### config.mk
export PLATFORM = sky130hd
export DESIGN_NAME = uart_tx_io
export DESIGN_NICKNAME = d
export VERILOG_FILES = /design/src/rtl/uart_tx_io.sv
export SDC_FILE = /design/constraint.sdc
export NUM_CORES = 1
export LEC_CHECK = 0
export ABC_AREA = 1
export ABC_CLOCK_PERIOD_IN_PS = 7100
export CAP_MARGIN = 10
export CORE_AREA = 2 2 99 101
export DETAILED_ROUTE_END_ITERATION = 8
export DIE_AREA = 0 0 101 103
export DONT_BUFFER_PORTS = 1
export PLACE_DENSITY_LB_ADDON = 0.05
export SYNTH_ARGS = -nofsm -noshare
export SYNTH_HDL_FRONTEND = slang
export SYNTH_SLANG_ARGS = --single-unit
### constraint.sdc
create_clock -name clock -period 7.1 [get_ports clock]
set_input_delay 2.13 -clock clock [delete_from_list [all_inputs] [get_ports clock]]
set_output_delay 2.13 -clock clock [all_outputs]
set_load 0.02 [all_outputs]
### src/rtl/uart_tx_io.sv
// Memory-mapped 8N1 UART transmitter for the MemOrIO I/O bus.
// A circular FIFO buffers CPU writes; a four-state serializer drains it LSB first.
module uart_tx_io #(
  parameter int CLKS_PER_BIT = 200,
  parameter int FIFO_DEPTH   = 8
) (
  input  logic        clock,
  input  logic        rst,
  input  logic        uartcs,
  input  logic        uartwrite,
  input  logic        uartread,
  input  logic [1:0]  uartaddr,
  input  logic [7:0]  uart_wdata,
  output logic [15:0] uart_rdata,
  output logic        tx,
  output logic        busy
);

  localparam int CW = (CLKS_PER_BIT > 1) ? $clog2(CLKS_PER_BIT) : 1;
  localparam int AW = (FIFO_DEPTH > 1) ? $clog2(FIFO_DEPTH) : 1;
  localparam logic [CW-1:0] CNT_MAX = CW'(CLKS_PER_BIT - 1);
  localparam logic [AW:0]   CNT_FULL = (AW + 1)'(FIFO_DEPTH);

  typedef enum logic [1:0] {
    S_IDLE  = 2'd0,
    S_START = 2'd1,
    S_DATA  = 2'd2,
    S_STOP  = 2'd3
  } state_t;

  state_t         r_state, w_state_nx;
  logic [CW-1:0]  r_cnt, w_cnt_nx;
  logic [2:0]     r_bit, w_bit_nx;
  logic [7:0]     r_shift, w_shift_nx;
  logic           r_tx, w_tx_nx;
  logic           w_pop;

  logic [7:0]     r_mem [FIFO_DEPTH];
  logic [AW-1:0]  r_wr_ptr, r_rd_ptr;
  logic [AW:0]    r_count;
  logic           r_overflow;

  logic           w_push_req, w_push_ok, w_full, w_nonempty, w_rd_status, w_ovf_event, w_cnt_end;

  assign w_push_req  = uartcs & uartwrite & (uartaddr == 2'b00);
  assign w_rd_status = uartcs & uartread & (uartaddr == 2'b10);
  assign w_full      = (r_count == CNT_FULL);
  assign w_nonempty  = (r_count != {(AW + 1){1'b0}});
  // A full FIFO still accepts a push when the serializer pops at the same edge.
  assign w_push_ok   = w_push_req & (~w_full | w_pop);
  assign w_ovf_event = w_push_req & w_full & ~w_pop;
  assign w_cnt_end   = (r_cnt == CNT_MAX);

  assign busy       = (r_state != S_IDLE) | w_nonempty;
  assign tx         = r_tx;
  assign uart_rdata = w_rd_status ? {13'b0, r_overflow, w_full, busy} : 16'h0000;

  always_ff @(posedge clock) begin
    if (w_push_ok) begin
      r_mem[r_wr_ptr] <= uart_wdata;
    end
  end

  always_ff @(posedge clock) begin
    if (rst) begin
      r_wr_ptr   <= {AW{1'b0}};
      r_rd_ptr   <= {AW{1'b0}};
      r_count    <= {(AW + 1){1'b0}};
      r_overflow <= 1'b0;
    end else begin
      if (w_push_ok) r_wr_ptr <= r_wr_ptr + AW'(1);
      if (w_pop)     r_rd_ptr <= r_rd_ptr + AW'(1);
      case ({w_push_ok, w_pop})
        2'b10:   r_count <= r_count + (AW + 1)'(1);
        2'b01:   r_count <= r_count - (AW + 1)'(1);
        default: r_count <= r_count;
      endcase
      // A new overflow wins over a simultaneous status read.
      if (w_ovf_event)      r_overflow <= 1'b1;
      else if (w_rd_status) r_overflow <= 1'b0;
      else                  r_overflow <= r_overflow;
    end
  end

  always_ff @(posedge clock) begin
    if (rst) begin
      r_state <= S_IDLE;
      r_cnt   <= {CW{1'b0}};
      r_bit   <= 3'd0;
      r_shift <= 8'h00;
      r_tx    <= 1'b1;
    end else begin
      r_state <= w_state_nx;
      r_cnt   <= w_cnt_nx;
      r_bit   <= w_bit_nx;
      r_shift <= w_shift_nx;
      r_tx    <= w_tx_nx;
    end
  end

  always_comb begin
    w_state_nx = r_state;
    w_cnt_nx   = r_cnt;
    w_bit_nx   = r_bit;
    w_shift_nx = r_shift;
    w_tx_nx    = r_tx;
    w_pop      = 1'b0;
    case (r_state)
      S_IDLE: begin
        w_tx_nx = 1'b1;
        if (w_nonempty) begin
          w_pop      = 1'b1;
          w_shift_nx = r_mem[r_rd_ptr];
          w_tx_nx    = 1'b0;
          w_cnt_nx   = {CW{1'b0}};
          w_state_nx = S_START;
        end else begin
          w_state_nx = S_IDLE;
        end
      end
      S_START: begin
        if (w_cnt_end) begin
          w_cnt_nx   = {CW{1'b0}};
          w_tx_nx    = r_shift[0];
          w_bit_nx   = 3'd0;
          w_state_nx = S_DATA;
        end else begin
          w_cnt_nx = r_cnt + CW'(1);
        end
      end
      S_DATA: begin
        if (w_cnt_end) begin
          w_cnt_nx = {CW{1'b0}};
          if (r_bit == 3'd7) begin
            w_tx_nx    = 1'b1;
            w_state_nx = S_STOP;
          end else begin
            w_shift_nx = {1'b0, r_shift[7:1]};
            w_tx_nx    = r_shift[1];
            w_bit_nx   = r_bit + 3'd1;
          end
        end else begin
          w_cnt_nx = r_cnt + CW'(1);
        end
      end
      S_STOP: begin
        if (w_cnt_end) begin
          w_cnt_nx = {CW{1'b0}};
          // Back-to-back frames: next start bit follows the stop bit directly.
          if (w_nonempty) begin
            w_pop      = 1'b1;
            w_shift_nx = r_mem[r_rd_ptr];
            w_tx_nx    = 1'b0;
            w_state_nx = S_START;
          end else begin
            w_tx_nx    = 1'b1;
            w_state_nx = S_IDLE;
          end
        end else begin
          w_cnt_nx = r_cnt + CW'(1);
        end
      end
      default: begin
        w_tx_nx    = 1'b1;
        w_state_nx = S_IDLE;
      end
    endcase
  end

endmodule
After elaboration in Yosys (flattened, before gate mapping)
Memories as Yosys holds them, arrays and structs flattened. A register that Yosys moved wholly into a read port is not among the register bits.
Index checks and enable logic that the tools add are counted.
{"block": "op_classes", "n_eq_ne": 15, "n_reduce_logical": 13, "muxes": 35, "n_addsub": 6, "bitwise": 11}
{"operator": "$mux 8", "n": 6}
{"operator": "$pmux 8 s3", "n": 1}
{"operator": "$mux 3", "n": 6}
{"operator": "$pmux 8 s2", "n": 1}
{"operator": "$mux 1", "n": 12}
{"operator": "$ne 2x2->1 const B", "n": 6}
{"operator": "$reduce_and 4->1", "n": 3}
{"operator": "$add 3x1->3 const B", "n": 3}
{"operator": "$add 8x1->8 const B", "n": 1}
{"operator": "$eq 2x2->1 const B", "n": 4}
{"operator": "$eq 8x8->1 const B", "n": 1}
{"operator": "$mux 2", "n": 4}
{"operator": "$pmux 2 s4", "n": 1}
{"operator": "$pmux 4 s2", "n": 1}
{"operator": "$reduce_bool 2->1", "n": 4}
{"operator": "$and 1x1->1", "n": 7}
{"operator": "$pmux 3 s2", "n": 1}
{"operator": "$add 4x1->4 const B", "n": 1}
{"operator": "$eq 2x1->1 const B", "n": 2}
{"operator": "$eq 4x4->1 const B", "n": 1}
{"operator": "$logic_not 2->1", "n": 2}
{"operator": "$pmux 1 s4", "n": 1}
{"operator": "$reduce_bool 4->1", "n": 1}
{"operator": "$sub 4x1->4 const B", "n": 1}
{"operator": "7 further kinds", "n": 9}
{"block": "word_totals", "mem_count": 1, "wordCells": 90, "ram_bits": 64, "reg_bits": 33}
{"name": "r_mem", "depth": 8, "word_bits": 8, "rd": 1, "rd_ports_with_merged_regs": 1, "write_ports": 1, "line": "38", "rtl": "logic [7:0] r_mem [FIFO_DEPTH];"}

Depth between registers and ports, before layout
Gate-level depths: netlist of the first run.
{"block": "logic_depth", "ltp_word": 8, "ltp_mapped": 18, "mapped_depth_nobuf": 18}

Worst setup path after synthesis of the first run
OpenSTA, ideal clock, no wires.
{"block": "synth_path", "kind": "input port to output port", "from": "input uartaddr[0]", "to": "output uart_rdata[1]", "t_required_ns": 4.970, "path_stages": 3, "arrival_ns": 2.947, "slack_ns": 2.023, "path_cell_list": "inv_1 nand4_1 nor4_1"}
{"block": "synth_between", "elab_chain_len": 3}
{"item": "start, declared", "line": "12", "rtl": "input logic [1:0] uartaddr,"}
{"item": "$eq 2x2->1", "line": "46", "rtl": "assign w_rd_status = uartcs & uartread & (uartaddr == 2'b10);"}
{"item": "$and 1x1->1", "line": "46"}
{"item": "$mux 3", "line": "56", "rtl": "assign uart_rdata = w_rd_status ? {13'b0, r_overflow, w_full, busy} : 16'h0000;"}
{"item": "end, declared", "line": "14", "rtl": "output logic [15:0] uart_rdata,"}
Every way passes these cells.

Worst setup path after layout of the first run
Same ends and word-level chain as after synthesis.

==> impl_results.md, run 1 <==
- Top cells by area, synth: edfxtp_1, dfxtp_1, nand2_1
- WL final: 9.04 mm
- #FFs+latches synth: 100
- Post_cts resized: 0
- Nets@finish: 519
- Critical path required time: 4970 ps
- Syn Area/Cell: 9.28 um2
- Vias per cell: 5.12
- GR Overflow Total: 0
- Total CTS buffers: 9
- Status: finished, final reports clean
- Count leader, synth: nand2_1
- CP arrival: 3030 ps
- Clock buffer depth: 2
- Register area share after synthesis: 0.574
- Final Skew: 11.6 ps
- Mapped Area: 4600 um2
- Critical path class: primary input to output port
- Synth async-reset ratio: 0
- Cell depth of the worst flop-to-flop path: 9
- Ys Warns: 0
- Pre-antenna DRT Iters: 4
- Unrepaired setup endpoints after global routing: false
- Slew Limit Headroom: 0.354
- Max Cap Viol: 0
- Final Setup Violations: 0
- Fin. Hold Viols: 0
- Htree depth: 3
- Startpoint Class: primary input
- Vias in the first global route: 2,819
- Die Height: 103 um
- Largest net degree at the start of global routing: 34
- Starting Density: 0.487
- Fraction of layout cells with a size suffix above 1: 0.105
- Worst-Skew Late Latency: about 370 ps
- RR Startpoint: r_state[0]
- DR vias: between 3,000 and 4,000
- Cts hold-fix bufs: 0
- Crit end category: output port
- Final TNS setup: 0 ps
- CTS Root Cell: clkbuf_8
- Met3 routed WL: between 300 and 400 um
- Ant. Diodes: 0
- R2R Setup Slk: approximately 4500 ps
- F_max: about 190 MHz
- RD Place Congestion: approximately 0.77
- Post-synth top area cell: edfxtp_1
- Max Used Layer: met4
- WL met2: 4.50 mm
- Die Area: 10,400 um2
- GRT Total Usage: 0.183
- P_leak: 1.87 nW
- PortBufs: 0
- Worst hold path type: flip-flop to flip-flop
- TritonCTS clock tree: yes
- Wire per inst: 14.8 um
- Post-synth top flop: edfxtp_1
- ANT nets after route: 0
- Post-synth EDFFs: between 60 and 70
- Metal-1 WL: 4.19 mm
- Total power: roughly 1.7 mW
- CTS Sinks: 100
- Worst IR Drop VDD: 0.142 mV
- I/O pin count: 33
- Initial DRC Count: 146
- Reg clk slew, reported paths: 100 ps
- Worst setup path endpoint: uart_rdata[1]
- Worst-Margin Slew: 966 ps
- CORE AREA: 9460 um2
- Share of the synthesized area in the top cell type: 0.417
- First-pass GRT wire length: 14.2 mm
- Postcts setup bufs: 0
- Crit path from: uartaddr[0]
- Cell area power density: 355 nW/um2
- Final period util: 0.727
- Hpwl dp: 5.79 mm
- Row Count: 36
- Library cells used by synthesis: 36
- CP Max Fanout: 4
- Final Max Tran Viols: 0
- Fillers: 877
- Initial antenna violation count: 0
- Die width: 101 um
- Gate Count Post-Synth: 496
- Min Tclk post-route: 5160 ps
- Worst r2r dst: r_mem[3][1]
- Number of remaining DRC errors: 0
- Top cells by count, synth: nand2_1, edfxtp_1, nand3_1
- Layout area overhead: 4.78%
-- placed cells by master, fill, tap and decap left out --
cell / count
nand3_2: 2
ha_1: 12
inv_1: 33
nor3_2: 1
nand3_1: 63
conb_1: 13
edfxtp_1: 64
or2_1: 1
nor2_2: 12
nand2_1: 112
dfxtp_1: 36
a31oi_1: 1
and2_1: 1
o21ai_1: 2
o21ai_0: 17
nor4_1: 1
nand2_4: 4
buf_4: 1
or2_2: 2
xnor2_1: 1
clkinv_8: 1
inv_6: 3
o21a_1: 1
nor2_1: 42
o211ai_1: 1
inv_2: 7
inv_8: 2
nor3_1: 3
clkinv_4: 1
o21ai_2: 1
nand3b_1: 2
a21oi_1: 33
nand4_1: 3
clkbuf_8: 9
xor2_1: 2
inv_4: 1
a22oi_1: 1
nand2_2: 5
-- per-layer routing --
metal	GRT usage	vias to the layer above
li1	-	1630
met2	0.308	50
met4	0.0395	0
met3	0.0468	2
met5	0	-
met1	0.240	1447
-- how the worst min path moves through the flow --
stage	cells after the start	slack [ps]	start	to
floorplan	2	440	r_shift[1]	r_shift[1]
global placement	2	450	r_shift[3]	r_shift[3]
detailed placement	2	450	r_shift[5]	r_shift[5]
CTS	2	470	r_shift[5]	r_shift[5]
global route	2	480	r_shift[7]	r_shift[7]
finish	2	460	r_shift[5]	r_shift[5]
-- flip-flops by register name, summed over array words and instances, names as in the netlist, named ones only --
register and count:
r_rd_ptr 3, r_overflow 1, r_shift 8, r_state 2
r_wr_ptr 3, r_cnt 8, r_count 4, r_mem 64
tx 1, r_bit 3
-- critical path, cell delays in order --
cell     delay (ps)
inv_1            50
nand4_1         140
nor4_1          710
-- area by class of cell --
class / count / area (um2) / area share
Clock buffer: 9 / 124 / 0.0257
Tap cell: 114 / 143 / 0.0296
Sequential cell: 100 / 2640 / 0.548
Multi-Input combinational cell: 339 / 1680 / 0.348
Inverter: 41 / 156 / 0.0324
Clock inverter: 7 / 73.8 / 0.0153
Timing Repair Buffer: 1 / 7.51 / 0.00156
-- cells by family after synthesis --
family,Yosys count,share of synthesized area
simple gates,254,0.251
flops,100,0.574
buf+inv,69,0.0715
compound gates,57,0.0647
fa+ha+maj,12,0.0326
xor+xnor,3,0.00571
other cells,1,0.000814
-- report_power, final --
part	switching (mW)	total [mW]	internal [mW]
Sequential	0.0596	0.738	0.679
Clock	0.215	0.354	0.140
Combinational	0.425	0.623	0.197
Total	0.699	1.71	1.02
-- metrics by stage --
stage	worst slack, ps	utilization	hold WS (ps)	area, um2	instances
finish	1940	0.510	465	4820	611
global placement	1960	0.489	445	4630	595
global route	1880	0.510	480	4820	611
detailed placement	1940	0.489	450	4630	595
floorplan	2020	-	444	4650	508
CTS	1930	0.510	465	4820	611
Power figures use the tool's default switching activity.
==> run 2, diff against run 1 <==
- ABC_CLOCK_PERIOD_IN_PS: 7100 -> 4320
- clock period: 7.1 -> 4.32 ns (I/O delays scaled with it)
==> run 2 against run 1 <==
  * Sequential share of layout area shrank 0.23 points
  * Total power grew 68%
  * Design area grew 0.41%
  * Final cell count grew 0.16%
==> impl_results.md, run 2 (synthesis gave the netlist of run 1 again) <==
- Clock buffer depth: 2
- P_leak: roughly 1.9 nW
- Biggest register: r_mem
- Critical path class: primary input to output port
- First-pass GRT wire length: approximately 14 mm
- Metal-1 WL: between 4 and 5 mm
- Starting Density: 0.487
- Commonest cells after routing, fill and taps aside: nand2_1, edfxtp_1, nand3_1
- Final TNS setup: 0 ps
- Layout area overhead: 5.22%
- Die Height: 103 um
- Final Setup Violations: 0
- CTS Sinks: 100
- GR Overflow Total: 0
- Vias per cell: 5.16
- Slew Limit Headroom: 0.375
- Cts hold-fix bufs: 0
- Post_cts resized: 0
- F_max: around 310 MHz
- CORE AREA: 9460 um2
- Die width: 101 um
- Wire per inst: 14.9 um
- Number of remaining DRC errors: 0
- Max reg flops: 64
- Initial antenna violation count: 0
- CP arrival: 1960 ps
- Final Max Tran Viols: 0
- Vias in the first global route: 2,952
- Fin. Hold Viols: 0
- Critical Path Most Common Cell: inv_1
- Min Tclk post-route: 3260 ps
- Critical path required time: 3020 ps
- Status: finished, final reports clean
- Max Used Layer: met4
- ANT nets after route: 0
- Postcts setup bufs: 0
- CP Max Fanout: 4
- Pre-antenna DRT Iters: 5
- CTS Root Cell: clkbuf_8
- Max Cap Viol: 0
- Worst path cell trace: inv_1, nand4_1, or2_2, inv_1
- RD Place Congestion: ~0.8
- Crit end category: output port
- Total CTS buffers: 9
- Nets@finish: 520
- Commonest non-fill, non-tap cell in the layout: nand2_1
- Final period util: 0.755
- Ant. Diodes: 0
- WL final: 9.09 mm
- Final Skew: between 9 and 10 ps
- Delay of the slowest cell on the worst path: about 330 ps
- Startpoint Class: primary input
- Worst-Margin Slew: just over 900 ps
- Top flop regs: r_mem (64), r_cnt (8), r_shift (8)
- TritonCTS clock tree: yes
- Reg clk slew, reported paths: 90 ps
- GRT Total Usage: 0.188
- Slowest CP cell: or2_2
- WL met2: approximately 4.4 mm
- Fraction of layout cells with a size suffix above 1: 0.106
- Worst-Skew Late Latency: 370 ps
- Largest net degree at the start of global routing: 34
- Unrepaired setup endpoints after global routing: false
- Util after Layout: 0.512
- Initial DRC Count: around 110
- Htree depth: 3
- Worst IR Drop VDD: 0.241 mV
- Die Area: 10,400 um2
- Hold slack: 468 ps
- I/O pin count: 33
- Row Count: 36
- DR vias: 3,159
- PortBufs: 0
- Hpwl dp: 5.77 mm
- Worst hold path type: flip-flop to flip-flop
- Cell area power density: 593 nW/um2
- Met3 routed WL: 338 um
-- run 2: cell count changes in the layout (fill, tap and decap cells not counted) --
cell,delta
buf_4,+1
bufinv_16,+1
clkinv_4,-1
clkinv_8,-1
clkinvlp_4,+1
-- run 2: routing by layer --
layer  vias up  GRT usage
met4         0     0.0468
met2        58      0.319
li1       1629          -
met5         -          0
met3         5     0.0569
met1      1467      0.238
-- run 2: worst paths after layout --
check | slack, ps | depth (start not counted) | start | endpoint
max | 1060 | 4 | uartaddr[0] | uart_rdata[0]
min | 470 | 2 | r_shift[2] | r_shift[2]
max reg2reg | 1710 | 15 | r_state[0] | r_count[2]
min reg2reg | 470 | 2 | r_shift[2] | r_shift[2]
-- run 2: area by class of cell --
class	count	area [um2]
clock inverter	7	86.3
fill	870	4610
inverter	41	156
sequential	100	2640
multi-input combinational	339	1680
timing repair buffer	2	15.0
tap	114	143
clock buffer	9	124
-- run 2: critical path, delay by kind of cell --
family | cells | cell delay, ps
buf+inv | 2 | 200
simple gates | 2 | 470
-- run 2: metrics by stage --
| stage | instances | setup slack (ps) | total power [mW] | instance area (um2) |
|---|---|---|---|---|
| after global routing | 612 | 994 | 3.10 | 4840 |
| after global placement | 596 | 1080 | 2.24 | 4630 |
| final | 612 | 1060 | 2.87 | 4840 |
| after detailed placement | 596 | 1060 | 2.26 | 4630 |
| after floorplan | 508 | 911 | 2.08 | 4650 |
| after CTS | 612 | 1050 | 2.90 | 4840 |
-- run 2: where the power goes --
group	switching (mW)	internal, mW	total (mW)
Clock	0.352	0.282	0.634
Sequential	0.0981	1.12	1.21
Combinational	0.703	0.324	1.03
